$ cat config.mk
export PLATFORM = sky130hd
export DESIGN_NAME = game_uart_tx
export DESIGN_NICKNAME = d
export VERILOG_FILES = /design/src/rtl/game_link_pkg.sv /design/src/rtl/uart_tx_byte.sv /design/src/rtl/game_uart_tx.sv
export SDC_FILE = /design/constraint.sdc
export NUM_CORES = 1
export LEC_CHECK = 0
export ABC_AREA = 1
export BUFFER_PORTS_ARGS = -buffer_cell sky130_fd_sc_hd__buf_2
export CAP_MARGIN = 20
export CORE_ASPECT_RATIO = 1.5
export CORE_MARGIN = 5
export CORE_UTILIZATION = 43
export CTS_CLUSTER_DIAMETER = 100
export DETAILED_ROUTE_END_ITERATION = 10
export MAX_ROUTING_LAYER = met4
export PLACE_DENSITY = 0.64
export SYNTH_ARGS = -nofsm -noshare
export SYNTH_HDL_FRONTEND = slang
export SYNTH_SLANG_ARGS = --single-unit
$ cat constraint.sdc
create_clock -name pclk -period 3.1 [get_ports pclk]
set_clock_uncertainty 0.15 [all_clocks]
set_input_delay 0.62 -clock pclk [delete_from_list [all_inputs] [get_ports pclk]]
set_output_delay 0.62 -clock pclk [all_outputs]
set_load 0.02 [all_outputs]
$ cat src/rtl/game_link_pkg.sv
// Shared game-link message constants, types and byte builders; pure definitions, no timing.
// GAME_UART_TX_PARITY_EN selects 8E1 (11-bit frame) instead of 8N1 (10-bit frame).
package game_link_pkg;

   localparam logic [7:0] MSG_START_BYTE = 8'hA5;
   localparam logic [7:0] MSG_SCORE_HDR  = 8'h5C;

   typedef enum logic [1:0] {
      MSG_NONE  = 2'd0,
      MSG_START = 2'd1,
      MSG_SCORE = 2'd2
   } msg_t;

`ifdef GAME_UART_TX_PARITY_EN
   localparam int FRAME_BITS = 11;
`else
   localparam int FRAME_BITS = 10;
`endif

   function automatic logic [1:0] msg_len(input msg_t m);
      logic [1:0] n;
      case (m)
         MSG_START: n = 2'd1;
         MSG_SCORE: n = 2'd3;
         default:   n = 2'd0;
      endcase
      return n;
   endfunction

   // SCORE checksum is header XOR payload
   function automatic logic [7:0] msg_byte(input msg_t m, input logic [1:0] idx,
                                           input logic [6:0] s);
      logic [7:0] b;
      b = MSG_START_BYTE;
      if (m == MSG_SCORE) begin
         case (idx)
            2'd0:    b = MSG_SCORE_HDR;
            2'd1:    b = {1'b0, s};
            default: b = MSG_SCORE_HDR ^ {1'b0, s};
         endcase
      end
      return b;
   endfunction

endpackage

$ cat src/rtl/uart_tx_byte.sv
// Byte serializer (start, d0..d7, [even parity if GAME_UART_TX_PARITY_EN], stop); tx from a flop.
// Accepts a byte the edge after valid&ready; ready rises in the last stop cycle so frames chain back-to-back.
module uart_tx_byte
   import game_link_pkg::*;
#(
   parameter int CLKS_PER_BIT = 651
) (
   input  logic       pclk,
   input  logic       rst,
   input  logic [7:0] data,
   input  logic       valid,
   output logic       ready,
   output logic       tx,
   output logic       done
);

   localparam int CW = (CLKS_PER_BIT > 2) ? $clog2(CLKS_PER_BIT) : 1;
   localparam int BW = $clog2(FRAME_BITS);
   localparam logic [CW-1:0] CNT_MAX  = CW'(CLKS_PER_BIT - 1);
   localparam logic [BW-1:0] BIT_LAST = BW'(FRAME_BITS - 1);

   logic                  active;
   logic [CW-1:0]         clk_cnt;
   logic [BW-1:0]         bit_idx;
   logic [FRAME_BITS-2:0] sh;
   logic [FRAME_BITS-2:0] frame_rest;

`ifdef GAME_UART_TX_PARITY_EN
   assign frame_rest = {1'b1, ^data, data};
`else
   assign frame_rest = {1'b1, data};
`endif

   assign done  = active && (clk_cnt == CNT_MAX) && (bit_idx == BIT_LAST);
   assign ready = !active || done;

   always_ff @(posedge pclk or negedge rst) begin
      if (!rst) begin
         active  <= 1'b0;
         clk_cnt <= '0;
         bit_idx <= '0;
         sh      <= '1;
         tx      <= 1'b1;
      end else if (valid && ready) begin
         active  <= 1'b1;
         clk_cnt <= '0;
         bit_idx <= '0;
         sh      <= frame_rest;
         tx      <= 1'b0;
      end else if (active) begin
         if (clk_cnt == CNT_MAX) begin
            clk_cnt <= '0;
            if (bit_idx == BIT_LAST) begin
               active <= 1'b0;
               tx     <= 1'b1;
            end else begin
               bit_idx <= bit_idx + 1'b1;
               tx      <= sh[0];
               sh      <= {1'b1, sh[FRAME_BITS-2:1]};
            end
         end else begin
            clk_cnt <= clk_cnt + 1'b1;
         end
      end
   end

endmodule

$ cat src/rtl/game_uart_tx.sv
// Game-link UART transmitter: queues START/SCORE requests and sends them as byte frames.
// Start bit 2 edges after an idle request; requests never stall, repeats of a pending type merge.
module game_uart_tx
   import game_link_pkg::*;
#(
   parameter int CLKS_PER_BIT = 651,
   parameter int MSG_GAP_BITS = 1
) (
   input  logic       pclk,
   input  logic       rst,
   input  logic       send_start,
   input  logic       send_score,
   input  logic [6:0] score,
   output logic       tx,
   output logic       busy,
   output logic       msg_done
);

   // gap counted from the msg_done cycle, so the next start bit lands GAP_CYC+1 later
   localparam int GAP_CYC = (MSG_GAP_BITS * CLKS_PER_BIT < 1) ? 1 : MSG_GAP_BITS * CLKS_PER_BIT;
   localparam int GW      = $clog2(GAP_CYC + 1);

   typedef enum logic [1:0] {S_IDLE, S_LOAD, S_SEND, S_GAP} state_t;

   state_t     state, state_nxt;
   msg_t       msg, load_sel;
   logic [1:0] byte_idx;
   logic [6:0] score_q, score_tx;
   logic       start_pend, score_pend, any_pend;
   logic [GW-1:0] gap_cnt, gap_nxt;
   logic       load_go;
   logic       ser_valid, ser_ready, ser_done;
   logic [7:0] ser_data;

   assign any_pend = start_pend | score_pend;
   assign busy     = any_pend | (state != S_IDLE);

   always_comb begin
      state_nxt = state;
      gap_nxt   = gap_cnt;
      ser_valid = 1'b0;
      ser_data  = msg_byte(msg, byte_idx, score_tx);
      msg_done  = 1'b0;
      load_go   = 1'b0;
      load_sel  = start_pend ? MSG_START : MSG_SCORE;
      case (state)
         S_IDLE: load_go = any_pend;
         S_LOAD: begin
            ser_valid = 1'b1;
            if (ser_ready) state_nxt = S_SEND;
         end
         S_SEND: begin
            if (byte_idx != msg_len(msg)) begin
               ser_valid = 1'b1;
            end else if (ser_done) begin
               msg_done = 1'b1;
               if (GAP_CYC > 1) begin
                  state_nxt = S_GAP;
                  gap_nxt   = GW'(GAP_CYC - 2);
               end else begin
                  state_nxt = S_IDLE;
                  load_go   = any_pend;
               end
            end
         end
         S_GAP: begin
            if (gap_cnt == '0) begin
               state_nxt = S_IDLE;
               load_go   = any_pend;
            end else begin
               gap_nxt = gap_cnt - 1'b1;
            end
         end
         default: state_nxt = S_IDLE;
      endcase
      if (load_go) state_nxt = S_LOAD;
   end

   always_ff @(posedge pclk or negedge rst) begin
      if (!rst) begin
         state      <= S_IDLE;
         gap_cnt    <= '0;
         msg        <= MSG_NONE;
         byte_idx   <= '0;
         score_q    <= '0;
         score_tx   <= '0;
         start_pend <= 1'b0;
         score_pend <= 1'b0;
      end else begin
         state   <= state_nxt;
         gap_cnt <= gap_nxt;
         if (send_score) score_q <= score;
         // a request in the same cycle as its own load re-arms the flag
         if (send_start)                              start_pend <= 1'b1;
         else if (load_go && load_sel == MSG_START)   start_pend <= 1'b0;
         if (send_score)                              score_pend <= 1'b1;
         else if (load_go && load_sel == MSG_SCORE)   score_pend <= 1'b0;
         if (load_go) begin
            msg      <= load_sel;
            byte_idx <= '0;
            score_tx <= score_q;
         end else if (ser_valid && ser_ready) begin
            byte_idx <= byte_idx + 1'b1;
         end
      end
   end

   uart_tx_byte #(.CLKS_PER_BIT(CLKS_PER_BIT)) u_ser (
      .pclk  (pclk),
      .rst   (rst),
      .data  (ser_data),
      .valid (ser_valid),
      .ready (ser_ready),
      .tx    (tx),
      .done  (ser_done)
   );

endmodule

==> Word-level counts from Yosys, hierarchy flattened <==
Index checks and enable logic that the tools add are counted.
{ "word_totals": {"ff_bits": 57, "wordCells": 108, "output_inout_bits": 3, "mem_bits_ro": 0, "n_memories": 0, "in_bits": 11, "ramBits": 0, "latch_bits": 0} }
{ "classes": {"add_sub_neg": 4, "magnitude_cmp": 0, "n_reduce_logical": 22, "n_bitwise": 3, "n_eq_ne": 19, "div": 0, "mul": 0, "muxes": 47, "n_shift": 0} }
{ "ops": {"columns": ["cell", "count"], "rows": [
  ["$mux 10", 6],
  ["$mux 9", 4],
  ["$pmux 10 s2", 1],
  ["$mux 2", 9],
  ["$mux 1", 17],
  ["$mux 4", 4],
  ["$pmux 7 s2", 1],
  ["$reduce_bool 2->1", 7],
  ["$add 10x1->10 const B", 1],
  ["$eq 10x10->1 const B", 1],
  ["$logic_not 10->1", 1],
  ["$sub 10x1->10 const B", 1],
  ["$eq 2x1->1 const B", 4],
  ["$eq 2x2->1 const B", 4],
  ["$mux 8", 1],
  ["$ne 2x2->1 const B", 3],
  ["$ne 3x2->1 const B", 2],
  ["$ne 3x3->1 const B", 2],
  ["$pmux 2 s3", 1],
  ["$logic_and 1x1->1", 5],
  ["$reduce_and 5->1", 1],
  ["$add 4x1->4 const B", 1],
  ["$eq 4x4->1 const B", 1],
  ["$logic_not 2->1", 2],
  ["13 further kinds", 15]
]} }

==> Depth between registers and ports, before layout <==
Gate-level depths: netlist of run 1.
{ "depth": {"word_depth": 9, "mapped_depth": 14, "depth_no_buf": 14} }

==> Modules after synthesis <==
Synthesis of run 1 repeated with hierarchy kept, for this count alone.
{ "hier_totals": {"cells_unflattened": 403, "area_unflattened_um2": 3251.9} }
{ "modules_own_cells": {"columns": ["mod", "seq_area_each_um2", "cells_per_inst", "instances", "area_each_um2"], "rows": [
  ["game_uart_tx", 800.8, 231, 1, 1909.3],
  ["uart_tx_byte", 611.8, 172, 1, 1342.5]
]} }

==> Worst setup path after synthesis of run 1 <==
Ideal clock, no wire load.
{ "synth_path": {"kind": "reg2out", "start": "register u_ser.clk_cnt[0]", "end": "output msg_done", "path_stages_with_launch": 7, "t_arrival_ps": 1601, "path_slack_ps": 729, "path_buffers": 0, "required_time_ps": 2330, "cell_sequence": "dfrtp_1 > inv_1 > ha_1 > inv_1 > nor4_1 > nand4_1 > nor4_1"} }
{ "synth_via": {"elab_chain_cells": 6} }
{ "synth_lines": {"columns": ["item", "line", "rtl"], "rows": [
  ["from (decl)", "uart_tx_byte.sv:23", "logic [CW-1:0] clk_cnt;"],
  ["from (signal assigned)", "uart_tx_byte.sv:62", "clk_cnt <= clk_cnt + 1'b1;"],
  ["$eq 10x10->1", "uart_tx_byte.sv:34", "assign done = active && (clk_cnt == CNT_MAX) && (bit_idx == BIT_LAST);"],
  ["$logic_and 1x1->1 (2 in a row)", "uart_tx_byte.sv:34", null],
  ["$mux 1", "game_uart_tx.sv:55", "end else if (ser_done) begin"],
  ["$mux 1", "game_uart_tx.sv:53", "if (byte_idx != msg_len(msg)) begin"],
  ["$mux 1", "game_uart_tx.sv:46", "case (state)"],
  ["to (decl)", "game_uart_tx.sv:16", "output logic msg_done"]
]} }
Every way passes these cells.

==> Final worst setup path of run 1 <==
{ "layout_path": {"start": "register msg[0]", "end": "output msg_done"} }
{ "layout_via": {"elab_chain_cells": 6, "word_cells_on_any_way": 7, "cone_classes": "3 x eq/ne; 4 x mux"} }
{ "layout_lines": {"columns": ["item", "line", "rtl"], "rows": [
  ["from (decl)", "game_uart_tx.sv:26", "msg_t msg, load_sel;"],
  ["from (signal assigned)", "game_uart_tx.sv:99", "msg <= load_sel;"],
  ["$eq 2x2->1 or $eq 2x1->1 (tied branches)", "game_link_pkg.sv:22", "case (m)"],
  ["$pmux 2 s2 (*)", "game_link_pkg.sv:22", null],
  ["$mux 2 (*)", "game_uart_tx.sv:46", null],
  ["$ne 2x2->1 (*)", "game_uart_tx.sv:53", null],
  ["$mux 1 (*)", "game_uart_tx.sv:53", null],
  ["$mux 1 (*)", "game_uart_tx.sv:46", null]
]} }
Mark *: on every way between the ends. The rest lies on a longest branch, timed or not. The select of a mux whose other input is x is not followed.

==> flow_summary.toml, run 1 <==
[floorplanning]
start_util_pct = 43.8
core_area_sq_um = 7230
ios = 14
rows = 38
dieArea_sq_um = 9210
dieWidth_microns = 80.0
die_y_microns = 115

[sta]
setup_viol = 0
timing_worst_slew_pin_value_ns = 0.665
drv_slew = 0
setup_tns_ns = 0
worst_hold_slack_ns = 0.172
slew_headroom_pct = 55.6
period_needed_ns = 2.59
fin_crit_sh_pct = 83.4
grt_setup_unrepaired = "no"
hold_viol_final = 0
max_freq_ghz = 0.387

[logic_synthesis]
synth_top_family_by_area = "simple AND/OR/NAND/NOR gates"
muxShareOfSynthArea_pct = 0
synth-simple-area-share_pct = 28.0
async_flop_share_pct = 100
synth-compound-area-share_pct = 10.6
avgSynthCellArea_sq_um = 7.79
synth.distinct_cells = 35
synth-edff-count = 0
synth-xor-area-share_pct = 3.88
ys_seq_elements = 56
yosys_warnings = 0
synth-adder-area-share_pct = 5.14
ys_seq_area_share_pct = 44.6
syn_nets = 430
synthCells = 406
netlist_area_sq_um = 3160
synth_flop_cell = "dfrtp_1"

[power_and_ir_drop]
power.total_mw = 1.25
power_density_nw_per_um2 = 365
ir_drop_uv = 221
p_leak_nw = 1.79

[worst_setup_path]
critical_path_required_ns = 2.33
cp-end-kind = "primary output"
critPathKind = "reg -> out"
rrSetupSlack_ns = 0.82
cp_max_fo = 5
worst_setup_path_start_kind = "register"
cp.arrival_ns = 1.82

[clock_tree]
clkSlewWorstSetupHoldPaths_ns = 0.11
clock-root-buffer = "clkbuf_8"
cts_tree = "done"
htreeDepth = 2
postCtsResizedCells = 0
clock_sinks = 56
cts_setup_buffers = 0
hold_buffers = 0
cts_buffer_depth = 2
cts-buffers-inserted = 5
clock_latency_ns = 0.31

[placed_design]
gp_congestion = 0.866
dp_cells = 511
dpl.hpwl_microns = 4610
io_buffers = 13

[finish]
antenna_cells = 0
layout_commonest_cell = "nand2_1"
nFillCells = 760
final_cell_mix = "nand2_1, inv_1, dfrtp_1, o21ai_0, nor2_1"
drive_gt1_share_pct = 12.4
syn_to_final_growth_pct = 7.99
instances_no_fill = 519
num-nets-final = 442

[detailed_routing]
wire_per_inst_microns = 11.8
dr.pass1.iters = 4
drt_iter0_markers = 94
postRouteAntennaNets = 0
wl_microns = 6130
drc_errors = 0
avgViaCountPerCell = 4.88
num_vias = 2534

[status]
status = "complete, no violations"

[global_route]
antenna_found_initial = 0
grt_pass1_vias = 2594
grt_max_degree = 30
gr-total-overflow = 0
track_usage_pct = 15.5
grt_pass1_wl_microns = 11000

[worst_hold_path]
hp-class = "in -> async"

[run]
max_cap_violations = 0
## flip-flops by register name, indices dropped and copies added (netlist names)
signal         cells
u_ser.clk_cnt     10
state              2
msg                2
u_ser.sh           8
gap_cnt           10
score_q            7
u_ser.bit_idx      4
score_pend         1
byte_idx           2
u_ser.tx           1
u_ser.active       1
start_pend         1
score_tx           7
## stage by stage
| stage | utilization, % | area [sq um] | setup slack [ns] |
|---|---|---|---|
| global placement | 46.0 | 3320 | 0.811 |
| detailed placement | 46.0 | 3320 | 0.822 |
| CTS | 47.3 | 3420 | 0.494 |
| floorplan | - | 3160 | 0.729 |
| global route | 47.3 | 3420 | 0.319 |
| finish | 47.3 | 3420 | 0.514 |
## routing by layer
| metal | part of all wire [%] | vias up | GRT usage, % |
|---|---|---|---|
| li1 | - | 1317 | - |
| met2 | 54 | 27 | 28.0 |
| met1 | 41 | 1177 | 16.3 |
| met5 | 0 | - | - |
| met3 | 1.8 | 13 | 2.98 |
| met4 | 2.3 | 0 | 6.09 |
## worst paths after layout
kind / startpoint / to / cells past startpoint
setup reg to reg: u_ser.bit_idx[1] / u_ser.sh[5] / 12
hold / removal: rst / gap_cnt[6] / 1
hold reg to reg: u_ser.sh[1] / u_ser.sh[1] / 2
setup / recovery: msg[0] / msg_done / 6
min in group pclk: u_ser.sh[1] / u_ser.sh[1] / 2
max in group asynchronous: rst / u_ser.sh[1] / 2
## report_power, final
part / internal, mW / leakage, nW / switching [mW]
sequential: 0.753 / 0.663 / 0.00861
clock: 0.161 / 0.0404 / 0.255
combinational: 0.0246 / 1.08 / 0.0460
total: 0.938 / 1.79 / 0.310
## critical path, cell delays in order, from the launching register on
cell     delay, ns
dfrtp_1       0.38
inv_1         0.07
ha_1          0.24
xnor2_1       0.16
nand3_1       0.14
nor4_1        0.28
buf_2         0.23
## cell type report
class,count,area (sq um),area share (%)
inverters,50,188,5.49
clock inverters,3,23.8,0.696
multi-input cells,290,1510,44.1
flip-flops and latches,56,1410,41.3
repair buffers,15,92.6,2.71
well taps,100,125,3.66
clock buffers,5,68.8,2.01
## logic make-up (layout without fill, tap and decap cells)
kind of cell,after synthesis,after routing
XOR/XNOR,14,14
adder cells (fa/ha/maj),13,13
flip-flops,56,56
AO/OA/AOI/OAI,61,61
AND/OR/NAND/NOR,202,202
buffers and inverters,60,73
## Yosys cell counts, types with 2 or more instances
library cell | n | area (sq um)
dfrtp_1 | 47 | 1180
o21ai_2 | 2 | 17.5
nand2_2 | 5 | 31.3
buf_4 | 2 | 15.0
inv_1 | 47 | 176
nor2_2 | 4 | 25.0
a21oi_1 | 10 | 50.1
o22ai_1 | 2 | 12.5
dfstp_2 | 9 | 236
nand4_1 | 9 | 56.3
xor2_1 | 11 | 96.3
xnor2_1 | 3 | 26.3
o21bai_1 | 2 | 15.0
a21oi_2 | 2 | 17.5
o21ai_0 | 37 | 185
nand3_1 | 26 | 130
clkbuf_1 | 3 | 11.3
nand2_1 | 112 | 420
nor4_1 | 2 | 12.5
nor2_1 | 32 | 120
buf_2 | 4 | 20.0
ha_1 | 13 | 163
nor3_1 | 6 | 30.0
o21ai_1 | 3 | 15.0
inv_2 | 3 | 11.3
Power figures use the tool's default switching activity.
==> run 2: changes to the inputs <==
--- a/config.mk
+++ b/config.mk
@@ -5,7 +5,7 @@
 export SDC_FILE = /design/constraint.sdc
 export NUM_CORES = 1
 export LEC_CHECK = 0
-export ABC_AREA = 1
+export ABC_AREA = 0
 export BUFFER_PORTS_ARGS = -buffer_cell sky130_fd_sc_hd__buf_2
 export CAP_MARGIN = 20
 export CORE_ASPECT_RATIO = 1.5
==> constraint.sdc (replaced) <==
create_clock -name pclk -period 2.4 [get_ports pclk]
set_clock_uncertainty 0.15 [all_clocks]
set_input_delay 0.48 -clock pclk [delete_from_list [all_inputs] [get_ports pclk]]
set_output_delay 0.48 -clock pclk [all_outputs]
set_load 0.02 [all_outputs]
==> run 2 against run 1 <==
Compared with the run above:
- the run now ends with negative hold slack left
- wire length increased by 4.1%
- flip-flop and latch count unchanged
- critical path depth grew 1
==> flow_summary.toml, run 2 <==
[floorplanning]
ios = 14
die_y_microns = 114
dieWidth_microns = 79.6
start_util_pct = 43.6
dieArea_sq_um = 9120
core_area_sq_um = 7180
rows = 38

[detailed_routing]
dr.pass1.iters = 4
wl_microns = 6390
drt_iter0_markers = 107
avgViaCountPerCell = 5.36
num_vias = 2441
postRouteAntennaNets = 0
drc_errors = 0
wire_per_inst_microns = 14.0

[logic_synthesis]
synth-edff-count = 0
synthCells = 317
avgSynthCellArea_sq_um = 9.87
ys_seq_area_share_pct = 45.2
yosys_warnings = 0
async_flop_share_pct = 100
synth_area_leaders = "dfrtp_1, dfstp_2, mux2_2, ha_1, o21ai_0"
synth_flop_cell = "dfrtp_1"
yosys.cell_count.top_type = "dfrtp_1"
synth_top_area_cell = "dfrtp_1"
ys_seq_elements = 56
synth_top_area_share_pct = 37.6
synth.distinct_cells = 55
netlist_area_sq_um = 3130
syn_nets = 341
yosys-top-cells-count = "dfrtp_1, o21ai_0, nor2_1"

[worst_setup_path]
worst_setup_path_start_kind = "register"
crit_end = "msg_done"
r2r_cells = 8
critPathKind = "reg -> out"
cp_max_fo = 5
critPathLaunch = "u_ser.clk_cnt[0]"
rrSetupSlack_ns = 0.12
r2r-start = "u_ser.bit_idx[1]"
cp-end-kind = "primary output"
cp.arrival_ns = 1.70
critical_path_required_ns = 1.77
r2r_end = "state[0]"

[sta]
drv_slew = 0
max_freq_ghz = 0.430
worst_hold_slack_ns = -0.00219
hold_viol_final = 1
setup_viol = 0
worst_slack_ns = 0.0722
fin_crit_sh_pct = 97.0
slew_headroom_pct = 62.6
grt_setup_unrepaired = "yes"
timing_worst_slew_pin_value_ns = 0.561
period_needed_ns = 2.33

[power_and_ir_drop]
ir_drop_uv = 365
power_density_nw_per_um2 = 466
seqPwrFrac_pct = 57.9
p_leak_nw = 1.63
p_comb_share_pct = 5.6
p_clk_share_pct = 36.5
power_switching_mw = 0.371
switching_share_pct = 21.8
power.total_mw = 1.70
p_int_mw = 1.33

[global_route]
met3_usage_pct = 2.44
grt_pass1_wl_microns = 11100
antenna_found_initial = 0
grt_max_degree = 35
track_usage_pct = 15.7
gr-total-overflow = 0
grt_pass1_vias = 2435
grt_util_met1_pct = 17.6
top_usage_layer = "met2"
use_met2_pct = 28.2

[clock_tree]
cts_tree = "done"
htreeDepth = 2
hold_buffers = 0
clkSlewWorstSetupHoldPaths_ns = 0.10
cts-buffers-inserted = 5
clock-root-buffer = "clkbuf_8"
clock_sinks = 56
cts_buffer_depth = 2
clock_latency_ns = 0.31

[finish]
final_cell_mix = "dfrtp_1, o21ai_0, buf_4, nor2_1, nand2_1"
num-nets-final = 378
reg_top3 = "gap_cnt (10), u_ser.clk_cnt (10), u_ser.sh (8)"
seq_area_sq_um = 1410
nFillCells = 654
antenna_cells = 0
syn_to_final_growth_pct = 16.9
instances_no_fill = 455
multi_input_area_sq_um = 1650
layout_commonest_cell = "dfrtp_1"
fin_util_pct = 50.9
drive_gt1_share_pct = 27.9

[worst_hold_path]
hp-class = "in -> async"

[placed_design]
dpl.hpwl_microns = 4810
io_buffers = 13
gp_congestion = 0.847
dpl_worst_slack_ns = 0.0756
dp_cells = 441

[status]
violations = "negative hold slack"
status = "finished, violations left"

[run]
max_cap_violations = 0
[run 2: changes by cell type after synthesis, sizes merged, moves of 8 or more]
cell,previous run,this run
nand2,118,24
nand3,27,14
xor2,11,2
inv,50,16
o21ai,42,29
mux2,0,16
or3,0,8
[run 2: power by group through the flow]
stage          Combinational [mW]  Clock (mW)  Sequential [mW]
2_1_floorplan              0.0467           0             1.00
5_1_grt                     0.109       0.676            0.990
3_3_place_gp               0.0872           0             1.00
3_5_place_dp               0.0889           0             1.00
6_report                   0.0958       0.621            0.986
4_1_cts                    0.0951       0.638            0.985
[run 2: kinds of logic after synthesis]
| family | after synthesis | synth area share [%] |
|---|---|---|
| compound gates | 75 | 15.9 |
| flops | 56 | 45.2 |
| mux | 18 | 6.40 |
| buf+inv | 28 | 3.84 |
| fa+ha+maj | 13 | 5.20 |
| xor+xnor | 8 | 2.24 |
| simple gates | 119 | 21.3 |
[run 2: how the worst min path moves through the flow]
stage / to / slack (ns) / cells past startpoint / start
3_3_place_gp: score_tx[5] / 0.33 / 1 / score_tx[5]
4_1_cts: u_ser.clk_cnt[6] / 0.02 / 1 / rst
3_5_place_dp: score_q[6] / 0.34 / 1 / score_q[6]
2_1_floorplan: byte_idx[0] / 0.03 / 0 / rst
6_report: gap_cnt[5] / -0.002 / 1 / rst
5_1_grt: gap_cnt[5] / 0.04 / 1 / rst
[run 2: per-layer routing]
metal / up-vias / part of all wire, %
li1: 1217 / -
met5: - / 0
met2: 30 / 54
met4: 0 / 1.7
met3: 10 / 2.4
met1: 1184 / 42
[run 2: cell type report]
| class | count | share of cell area [%] |
|---|---|---|
| multi-input combinational | 233 | 45.0 |
| sequential | 56 | 38.6 |
| timing repair buffer | 42 | 8.25 |
| tap | 100 | 3.42 |
| clock buffer | 5 | 1.88 |
| inverter | 16 | 1.64 |
| clock inverter | 3 | 1.16 |
[run 2: critical path, cell delays in order (launching register included)]
cell	delay, ns
dfrtp_1	0.39
inv_1	0.06
ha_1	0.12
and3b_2	0.27
and3_4	0.27
nand3_4	0.10
inv_2	0.07
buf_6	0.11
[run 2: stage by stage]
step	cell area (sq um)	TNS [ns]	hold slack [ns]
2_1_floorplan	3130	0	0.0344
3_3_place_gp	3440	0	0.332
3_5_place_dp	3440	0	0.341
4_1_cts	3600	0	0.0194
5_1_grt	3660	-0.0593	0.0407
6_report	3660	0	-0.00219
[run 2: timing repair]
item / in CTS / in global routing
setup endpoints to repair: 1 / 7
gates resized for setup: 6 / 7
setup buffers: 2 / 4
pin swaps: 1 / 3
